**src/rtl/button_pkg.sv**
```systemverilog
// button_pkg: shared state type and idle pad level for the button debouncer
package button_pkg;
    typedef enum logic [1:0] {
        IDLE,
        DEBOUNCE_PRESS,
        PRESSED,
        DEBOUNCE_RELEASE
    } button_state_t;
    // Pad level of a released active-low button; inverted for active-high pads
    localparam logic RELEASED_LEVEL_ACTIVE_LOW = 1'b1;
endpackage

```
**src/rtl/button_synchronizer.sv**
```systemverilog
// button_synchronizer: 2-flop synchronizer for an asynchronous pad input
// Ports: clk, reset (async, active high), d (raw pad), q (synchronized level).
// RESET_VALUE sets both flops during reset, normally the pad's idle level.
module button_synchronizer #(
    parameter logic RESET_VALUE = 1'b0
) (
    input  logic clk,
    input  logic reset,
    input  logic d,
    output logic q
);
    logic meta_q;
    logic sync_q;
    always_ff @(posedge clk or posedge reset) begin
        if (reset) begin
            meta_q <= RESET_VALUE;
            sync_q <= RESET_VALUE;
        end else begin
            meta_q <= d;
            sync_q <= meta_q;
        end
    end
    assign q = sync_q;
endmodule

```
**src/rtl/button_debouncer.sv**
```systemverilog
// button_debouncer: debounced level, press/release strobes and optional long-press strobe
// Ports: clk, reset (async, active high), button (raw pad), pressed (debounced level),
// press_pulse / release_pulse (one-cycle strobes coincident with pressed changing),
// long_press_pulse (one strobe per press held LONG_PRESS_CYCLES).
// Define BUTTON_DEBOUNCER_LONG_PRESS_EN to build the hold counter; otherwise
// long_press_pulse is tied low. DEBOUNCE_CYCLES must be at least 2.
module button_debouncer
    import button_pkg::*;
#(
    parameter int unsigned DEBOUNCE_CYCLES   = 1500000,
    parameter int unsigned LONG_PRESS_CYCLES = 150000000,
    parameter bit          BUTTON_ACTIVE_LOW = 1'b1
) (
    input  logic clk,
    input  logic reset,
    input  logic button,
    output logic pressed,
    output logic press_pulse,
    output logic release_pulse,
    output logic long_press_pulse
);
    localparam int DW = $clog2(DEBOUNCE_CYCLES + 1);
    localparam logic [DW-1:0] DB_LAST = DW'(DEBOUNCE_CYCLES - 1);
    localparam logic RELEASED_LEVEL = BUTTON_ACTIVE_LOW ? RELEASED_LEVEL_ACTIVE_LOW : ~RELEASED_LEVEL_ACTIVE_LOW;

    button_state_t state_q, state_d;
    logic [DW-1:0] cnt_q, cnt_d, cnt_inc;
    logic press_q, press_d, release_q, release_d;
    logic button_sync, s;

    button_synchronizer #(.RESET_VALUE(RELEASED_LEVEL)) u_sync (
        .clk   (clk),
        .reset (reset),
        .d     (button),
        .q     (button_sync)
    );

    assign s       = BUTTON_ACTIVE_LOW ? ~button_sync : button_sync;
    assign cnt_inc = cnt_q + DW'(1);

    // The sample that enters a DEBOUNCE state is the first stable one, so the
    // change is accepted on the edge where the counter reaches DB_LAST.
    always_comb begin
        state_d   = state_q;
        cnt_d     = cnt_q;
        press_d   = 1'b0;
        release_d = 1'b0;
        case (state_q)
            IDLE: if (s) begin
                state_d = DEBOUNCE_PRESS;
                cnt_d   = '0;
            end
            DEBOUNCE_PRESS: if (!s) state_d = IDLE;
                else if (cnt_inc == DB_LAST) begin
                    state_d = PRESSED;
                    press_d = 1'b1;
                end else cnt_d = cnt_inc;
            PRESSED: if (!s) begin
                state_d = DEBOUNCE_RELEASE;
                cnt_d   = '0;
            end
            DEBOUNCE_RELEASE: if (s) state_d = PRESSED;
                else if (cnt_inc == DB_LAST) begin
                    state_d   = IDLE;
                    release_d = 1'b1;
                end else cnt_d = cnt_inc;
            default: state_d = IDLE;
        endcase
    end

    always_ff @(posedge clk or posedge reset) begin
        if (reset) begin
            state_q   <= IDLE;
            cnt_q     <= '0;
            press_q   <= 1'b0;
            release_q <= 1'b0;
        end else begin
            state_q   <= state_d;
            cnt_q     <= cnt_d;
            press_q   <= press_d;
            release_q <= release_d;
        end
    end

    assign pressed       = (state_q == PRESSED) || (state_q == DEBOUNCE_RELEASE);
    assign press_pulse   = press_q;
    assign release_pulse = release_q;

`ifdef BUTTON_DEBOUNCER_LONG_PRESS_EN
    localparam int HW = $clog2(LONG_PRESS_CYCLES + 1);
    localparam logic [HW-1:0] HOLD_MAX  = HW'(LONG_PRESS_CYCLES);
    localparam logic [HW-1:0] HOLD_LAST = HW'(LONG_PRESS_CYCLES - 1);

    logic [HW-1:0] hold_q, hold_d;
    logic long_q, long_d;

    // The hold count saturates at HOLD_MAX, so HOLD_LAST is passed only once per press.
    always_comb begin
        hold_d = hold_q;
        long_d = 1'b0;
        if (press_d) hold_d = '0;
        else if (pressed) begin
            hold_d = (hold_q == HOLD_MAX) ? hold_q : hold_q + HW'(1);
            long_d = (hold_q == HOLD_LAST);
        end
    end

    always_ff @(posedge clk or posedge reset) begin
        if (reset) begin
            hold_q <= '0;
            long_q <= 1'b0;
        end else begin
            hold_q <= hold_d;
            long_q <= long_d;
        end
    end

    assign long_press_pulse = long_q;
`else
    logic unused_long_press_cycles;
    assign unused_long_press_cycles = ^LONG_PRESS_CYCLES;
    assign long_press_pulse = 1'b0;
`endif
endmodule
```
**config.mk**
```make
export PLATFORM = sky130hd
export DESIGN_NAME = button_debouncer
export DESIGN_NICKNAME = d
export VERILOG_FILES = /design/src/rtl/button_pkg.sv /design/src/rtl/button_synchronizer.sv /design/src/rtl/button_debouncer.sv
export SDC_FILE = /design/constraint.sdc
export NUM_CORES = 1
export LEC_CHECK = 0
export ABC_CLOCK_PERIOD_IN_PS = 9100
export BUFFER_PORTS_ARGS = -buffer_cell sky130_fd_sc_hd__buf_2
export CORE_UTILIZATION = 40
export DETAILED_ROUTE_END_ITERATION = 8
export PLACE_DENSITY = 0.56
export SYNTH_ARGS = -nofsm -noshare
export SYNTH_HDL_FRONTEND = slang
export SYNTH_SLANG_ARGS = --single-unit
```
**constraint.sdc**
```tcl
create_clock -name clk -period 9.1 [get_ports clk]
set_clock_uncertainty 0.15 [all_clocks]
set_input_delay 1.365 -clock clk [delete_from_list [all_inputs] [get_ports clk]]
set_output_delay 1.365 -clock clk [all_outputs]
set_load 0.03 [all_outputs]
```
==> results.cfg, run 1 <==
[status]
status = complete, no violations

[placement]
io_buffers = 5
dp_hpwl_mm = 3.013
gp_congestion = 0.9705
dp_worst_setup_slack_ns = 5.462

[yosys]
synth_common_cells = 25 x dfrtp_1, 15 x nor3_1, 14 x nand2_1, 10 x o21ai_0, 9 x inv_1
synth_ff_type = dfrtp_1
yosysSeqAreaShare_pct = 38.74
ys.warnings.count = 0
postSynth.asyncResetShare_pct = 100.0
syn_inst = 191
yosysUniqueCellTypes = 61
yosys.area_share.simple_pct = 28.23
syn_nets = 196
yosys.area_share.adder_pct = 1.430
ys_top_cells_by_area = dfrtp_1 36%, nor3_1 4.3%, dfstp_2 3.0%
synth_top_family_by_area = simple AND/OR/NAND/NOR gates
synth_xor_area_share_pct = 2.502
yosys.area.top_type = dfrtp_1
synth_area_um2 = 1750
synthMuxAreaShare_pct = 0
netlist.area_leader.share_pct = 35.74
synth_edf_count = 0
yosys.cell_count.top_type = dfrtp_1
syn_avg_cell_area_um2 = 9.165
synth_compound_area_share_pct = 23.23
synth_seq_cells = 27

[timing]
min_period_ns = 3.646
layout_setup_ws_ns = 5.454
period_share_pct = 40.07
rsz0062_at_grt = no
hold_viol = 0
tightest_slew_ns = 1.001
finalSetupViolCount = 0
report.final.slew_viol_count = 0
maxSlewHeadroom_pct = 33.22
fmax_mhz = 274.3
fin_setup_tns_ns = 0

[detailed_routing]
ant_nets = 0
route.detailed.drc = 0
routed_wl_mm = 4.180
drt_iter0_drc = 142
drt-pass1-iter-count = 5
vias = 1516
vias_per_cell = 6.264
wl_per_cell_um = 17.27

[clock_network]
cts_tree = built
clkLatencyLatePin_ns = 0.28
root_buffer = clkbuf_8
postCtsSetupRepairBufs = 0
cts_resized = 0
clkTransAtPathRegs_ns = 0.10
clockBufferDepth = 2
cts_htree_levels = 1
hold_buffers = 0
numCtsBuffers = 3
clock-sinks = 27

[critical_path]
arrival_ns = 3.69
path_class = reg -> reg
crit_path_end_kind = flop
cp-start-kind = flop
crit_chain = ha_1 > nand3_1 > nor3_4 > nand2_2 > or4_4 > a2111o_1 > o21ai_2 > inv_2 > o221ai_2
worst_path_largest_cell_delay_ns = 0.52
crit_path_top_delay_cell = a2111o_1
crit_required_ns = 9.15
path_max_fanout = 12

[finish]
drive_gt1_share_pct = 17.19
antenna_cells = 0
multi_input_area_um2 = 973.4
nNetsFinal = 198
area_delta_synth_final_pct = 4.575
fillers = 402
seq_area_um2 = 678.2

[global_route]
antenna_found_initial = 0
grt-ovfl-total = 0
grt_pass1_wl_mm = 7.044
first_global_vias = 1448
grt_max_degree = 28
track_usage_pct = 20.54

[power_and_ir_drop]
p_total_mw = 0.2084
power.density_nw_per_um2 = 113.9
ir_worst_vdd_uv = 68.57
p_leak_nw = 0.7423

[die]
io-pin-count = 7
dieArea_um2 = 4644
rows = 23
fp.coreArea_um2 = 4086
start_util_pct = 42.84
die_h_um = 68.15
die-width_um = 68.15

[min_path]
holdCritPathClass = reg -> reg

[job]
max-cap-violations = 0
[state kept, by name, summed over array words and instances (netlist names), named ones only]
name           flops
u_sync.q           1
state_q            1
u_sync.meta_q      1
release_pulse      1
cnt_q             21
press_pulse        1
[metrics by stage]
step	hold slack [ns]	utilization (%)	cells	cell area [um^2]
after global routing	0.2145	44.79	242	1831
after floorplan	0.1952	-	191	1750
after global placement	0.1965	43.66	238	1784
after CTS	0.2127	44.79	242	1831
final	0.2114	44.79	242	1831
after detailed placement	0.1982	43.66	238	1784
[power breakdown]
group	switching (mW)	total, mW	internal, mW
registers	0.00298	0.125	0.122
logic	0.0105	0.0140	0.00346
clock network	0.0383	0.0690	0.0307
total	0.0518	0.208	0.157
[worst paths after layout]
| check | from | endpoint | slack (ns) | cells past startpoint |
|---|---|---|---|---|
| max in group asynchronous | reset | cnt_q[16] | 7.03 | 2 |
| max reg2reg | cnt_q[1] | cnt_q[19] | 5.45 | 9 |
| min reg2reg | u_sync.meta_q | u_sync.q | 0.21 | 0 |
| max | cnt_q[1] | cnt_q[19] | 5.45 | 9 |
| min | u_sync.meta_q | u_sync.q | 0.21 | 0 |
| min in group asynchronous | reset | cnt_q[14] | 1.16 | 2 |
[metal layers]
layer	up-vias	global-route usage [%]	part of all wire, %
met5	-	0	0
met4	0	6.771	0.41
met3	2	3.500	2.2
met2	24	33.21	48
met1	747	27.51	49
li1	743	-	-
[cell type report]
type                            count  area share, %
Tap cell                           50          3.418
Clock buffer                        3          2.256
Clock inverter                      1         0.2734
Multi-Input combinational cell    145          53.18
Inverter                           10          2.051
Timing Repair Buffer                6          1.777
Sequential cell                    27          37.05
[cell usage in the layout (no fill, tap or decap), types with 2 or more instances in the layout]
| cell type | synthesis | layout |
|---|---|---|
| a211o_1 | 2 | 2 |
| a211o_2 | 4 | 4 |
| a211oi_1 | 3 | 3 |
| a21oi_1 | 3 | 3 |
| a221o_2 | 2 | 2 |
| a2bb2oi_1 | 2 | 2 |
| a31oi_1 | 3 | 3 |
| and2_1 | 3 | 3 |
| and3_1 | 2 | 2 |
| and4_1 | 3 | 3 |
| buf_2 | 0 | 5 |
| clkbuf_8 | 0 | 3 |
| dfrtp_1 | 25 | 25 |
| dfstp_2 | 2 | 2 |
| ha_1 | 2 | 2 |
| inv_1 | 9 | 9 |
| nand2_1 | 14 | 14 |
| nand2b_1 | 3 | 3 |
| nand3_1 | 8 | 8 |
| nand4_1 | 8 | 8 |
| nor2_1 | 6 | 6 |
| nor3_1 | 15 | 15 |
| nor4_1 | 5 | 5 |
| o211ai_1 | 3 | 3 |
| o21ai_0 | 10 | 10 |
| o21ai_1 | 5 | 5 |
| or3_1 | 4 | 4 |
| or4_1 | 2 | 2 |
| xor2_1 | 4 | 4 |
[logic make-up (layout without fill, tap and decap cells)]
logic type               Yosys count  after routing
AO/OA/AOI/OAI                     53             53
flip-flops                        27             27
adder cells (fa/ha/maj)            2              2
AND/OR/NAND/NOR                   84             84
XOR/XNOR                           5              5
other                              1              1
buffers and inverters             19             20
[worst max-delay path, delay by kind of cell (launching register included)]
kind,cells,cell delay (ns)
AO/OA/AOI/OAI,3,1.21
adder cells (fa/ha/maj),1,0.25
flip-flops,1,0.43
buffers and inverters,1,0.18
AND/OR/NAND/NOR,4,1.34
No activity file was read; power rests on OpenSTA's default activity.
==> run 2: changes to the inputs <==
--- a/config.mk
+++ b/config.mk
@@ -5,7 +5,8 @@
 export SDC_FILE = /design/constraint.sdc
 export NUM_CORES = 1
 export LEC_CHECK = 0
-export ABC_CLOCK_PERIOD_IN_PS = 9100
+export ABC_AREA = 1
+export ABC_CLOCK_PERIOD_IN_PS = 3700
 export BUFFER_PORTS_ARGS = -buffer_cell sky130_fd_sc_hd__buf_2
 export CORE_UTILIZATION = 40
 export DETAILED_ROUTE_END_ITERATION = 8
==> constraint.sdc (replaced) <==
create_clock -name clk -period 3.7 [get_ports clk]
set_clock_uncertainty 0.15 [all_clocks]
set_input_delay 0.555 -clock clk [delete_from_list [all_inputs] [get_ports clk]]
set_output_delay 0.555 -clock clk [all_outputs]
set_load 0.03 [all_outputs]
==> results.cfg, run 2 <==
[timing]
maxSlewHeadroom_pct = 30.10
finalSetupViolCount = 0
fin_setup_tns_ns = 0
rsz0062_at_grt = no
period_share_pct = 73.57
layout_setup_ws_ns = 0.9779
hold_ws_ns = 0.1973
min_period_ns = 2.722
tightest_slew_ns = 1.047
fmax_mhz = 367.4
hold_viol = 0
report.final.slew_viol_count = 0

[min_path]
holdCritPathClass = in -> reg
min_from = button
min_to = u_sync.meta_q
hold_depth = 1

[die]
fp.coreArea_um2 = 4414
die_h_um = 70.34
rows = 24
die-width_um = 70.34
dieArea_um2 = 4948
io-pin-count = 7
start_util_pct = 42.32

[finish]
area_delta_synth_final_pct = 5.559
largest_reg_flops = 21
final_area_um2 = 1972
drive_gt1_share_pct = 12.19
fillers = 454
mostFrequentLayoutCell = nand2_1
antenna_cells = 0
multi_input_area_um2 = 1037
utilization_pct = 44.67
layout_common_cells = 113 x nand2_1, 27 x inv_1, 26 x nor2_1
regMostFlops = cnt_q
nNetsFinal = 285
seq_area_um2 = 678.2

[power_and_ir_drop]
power.density_nw_per_um2 = 267.1
ir_worst_vdd_uv = 148.6
p_sw_mw = 0.1380
seqPwrFrac_pct = 58.4
pwr-share-clk_pct = 35.8
p_int_mw = 0.3886
sw_frac_of_total_pct = 26.20
p_leak_nw = 0.9313
p_comb_share_pct = 5.8

[yosys]
yosysSeqAreaShare_pct = 36.30
synth_seq_cells = 27
ys_top_cells_by_area = dfrtp_1 33%, nand2_1 23%, nand3_1 6.4%
synth_top_family_by_area = simple AND/OR/NAND/NOR gates
ys.warnings.count = 0
synth_compound_area_share_pct = 2.478
yosys.area_share.adder_pct = 1.340
netlist.area_leader.share_pct = 33.49
synthMuxAreaShare_pct = 0
synth_edf_count = 0
postSynth.asyncResetShare_pct = 100.0
syn_inst = 276
syn_nets = 281
yosysUniqueCellTypes = 25
syn_avg_cell_area_um2 = 6.768
yosys.area.top_type = dfrtp_1
synth_xor_area_share_pct = 0
yosys.cell_count.top_type = nand2_1
synth_area_um2 = 1868
yosys.area_share.simple_pct = 51.51
synth_common_cells = 113 x nand2_1, 27 x inv_1, 26 x nor2_1, 25 x dfrtp_1, 24 x nand3_1
synth_ff_type = dfrtp_1

[placement]
gp_congestion = 0.7906
dp_hpwl_mm = 3.100
dpl_cell_area_um2 = 1922
dp_worst_setup_slack_ns = 1.016
io_buffers = 5

[critical_path]
crit_required_ns = 3.74
reg2reg_slack_ns = 0.98
path_max_fanout = 11
r2r-start = cnt_q[1]
crit_path_end_kind = flop
worst_r2r_path_depth = 13
r2r-end = cnt_q[6]
path_class = reg -> reg
arrival_ns = 2.76
cp-start-kind = flop

[clock_network]
postCtsSetupRepairBufs = 0
clockBufferDepth = 2
numCtsBuffers = 3
cts_tree = built
clkLatencyLatePin_ns = 0.29
hold_buffers = 0
clock-sinks = 27
root_buffer = clkbuf_8
cts_resized = 0
clkTransAtPathRegs_ns = 0.11
cts_htree_levels = 1

[detailed_routing]
drt-pass1-iter-count = 4
wl_per_cell_um = 12.81
drt_iter0_drc = 71
route.detailed.drc = 0
vias = 1671
vias_per_cell = 5.048
routed_wl_mm = 4.241
ant_nets = 0

[global_route]
grt-ovfl-total = 0
grt_pass1_wl_mm = 7.445
grt_max_degree = 28
antenna_found_initial = 0
first_global_vias = 1643
track_usage_pct = 19.20

[job]
max-cap-violations = 0

[status]
status = complete, no violations
## run 2: cell count changes after synthesis, sizes merged, moves of 12 or more
cell,before,now
nor2,6,37
nand2,15,119
inv,10,27
nor3,16,2
o21ai,16,4
nand3,9,26
## run 2: how the worst max path moves through the flow
stage / cells after the start / slack (ns) / to / startpoint
2_1_floorplan: 14 / 1.70 / cnt_q[2] / cnt_q[1]
3_3_place_gp: 13 / 1.10 / cnt_q[6] / cnt_q[1]
3_5_place_dp: 13 / 1.02 / cnt_q[6] / cnt_q[1]
4_1_cts: 13 / 1.0 / cnt_q[6] / cnt_q[1]
5_1_grt: 13 / 0.74 / cnt_q[7] / cnt_q[1]
6_report: 13 / 0.98 / cnt_q[6] / cnt_q[1]
## run 2: cell families after synthesis
logic type | after synthesis
buffers and inverters | 35
AO/OA/AOI/OAI | 7
AND/OR/NAND/NOR | 204
adder cells (fa/ha/maj) | 2
other | 1
flip-flops | 27
## run 2: worst max-delay path, stage by stage, from the launching register on
cell and delay [ns]:
dfrtp_1 0.42, ha_1 0.22, nand2_2 0.10, nor2_4 0.18, nand3_2 0.16, nand2_1 0.10
nand2_1 0.07, nor2_1 0.14, nand2_1 0.07, nor2_1 0.15, nand3_1 0.38, buf_4 0.34
nand3_1 0.09, nand2_1 0.05
## run 2: area by class of cell
class                   count  area share (%)
flip-flops and latches     27           34.39
clock inverters             1          0.4442
inverters                  27           5.140
clock buffers               3           2.094
repair buffers              7           2.030
well taps                  52           3.299
multi-input cells         214           52.60
## run 2: routing by layer
metal | up-vias | routed length (um) | track usage (%)
met5 | - | 0 | 0
met4 | 0 | 72 | 6.222
met3 | 9 | 131 | 3.175
met2 | 22 | 1949 | 32.38
met1 | 768 | 2089 | 24.82
li1 | 872 | - | -
## run 2: stage by stage
step / cells / total power [mW]
floorplan: 276 / 0.3385
global placement: 327 / 0.3451
detailed placement: 327 / 0.3451
CTS: 331 / 0.5355
global route: 331 / 0.5501
finish: 331 / 0.5266
## run 2: power groups by stage
stage / logic [mW] / registers, mW / clock network (mW)
global route: 0.0363 / 0.308 / 0.205
CTS: 0.0318 / 0.308 / 0.196
floorplan: 0.0265 / 0.312 / 0
detailed placement: 0.0319 / 0.313 / 0
global placement: 0.0321 / 0.313 / 0
finish: 0.0306 / 0.308 / 0.188
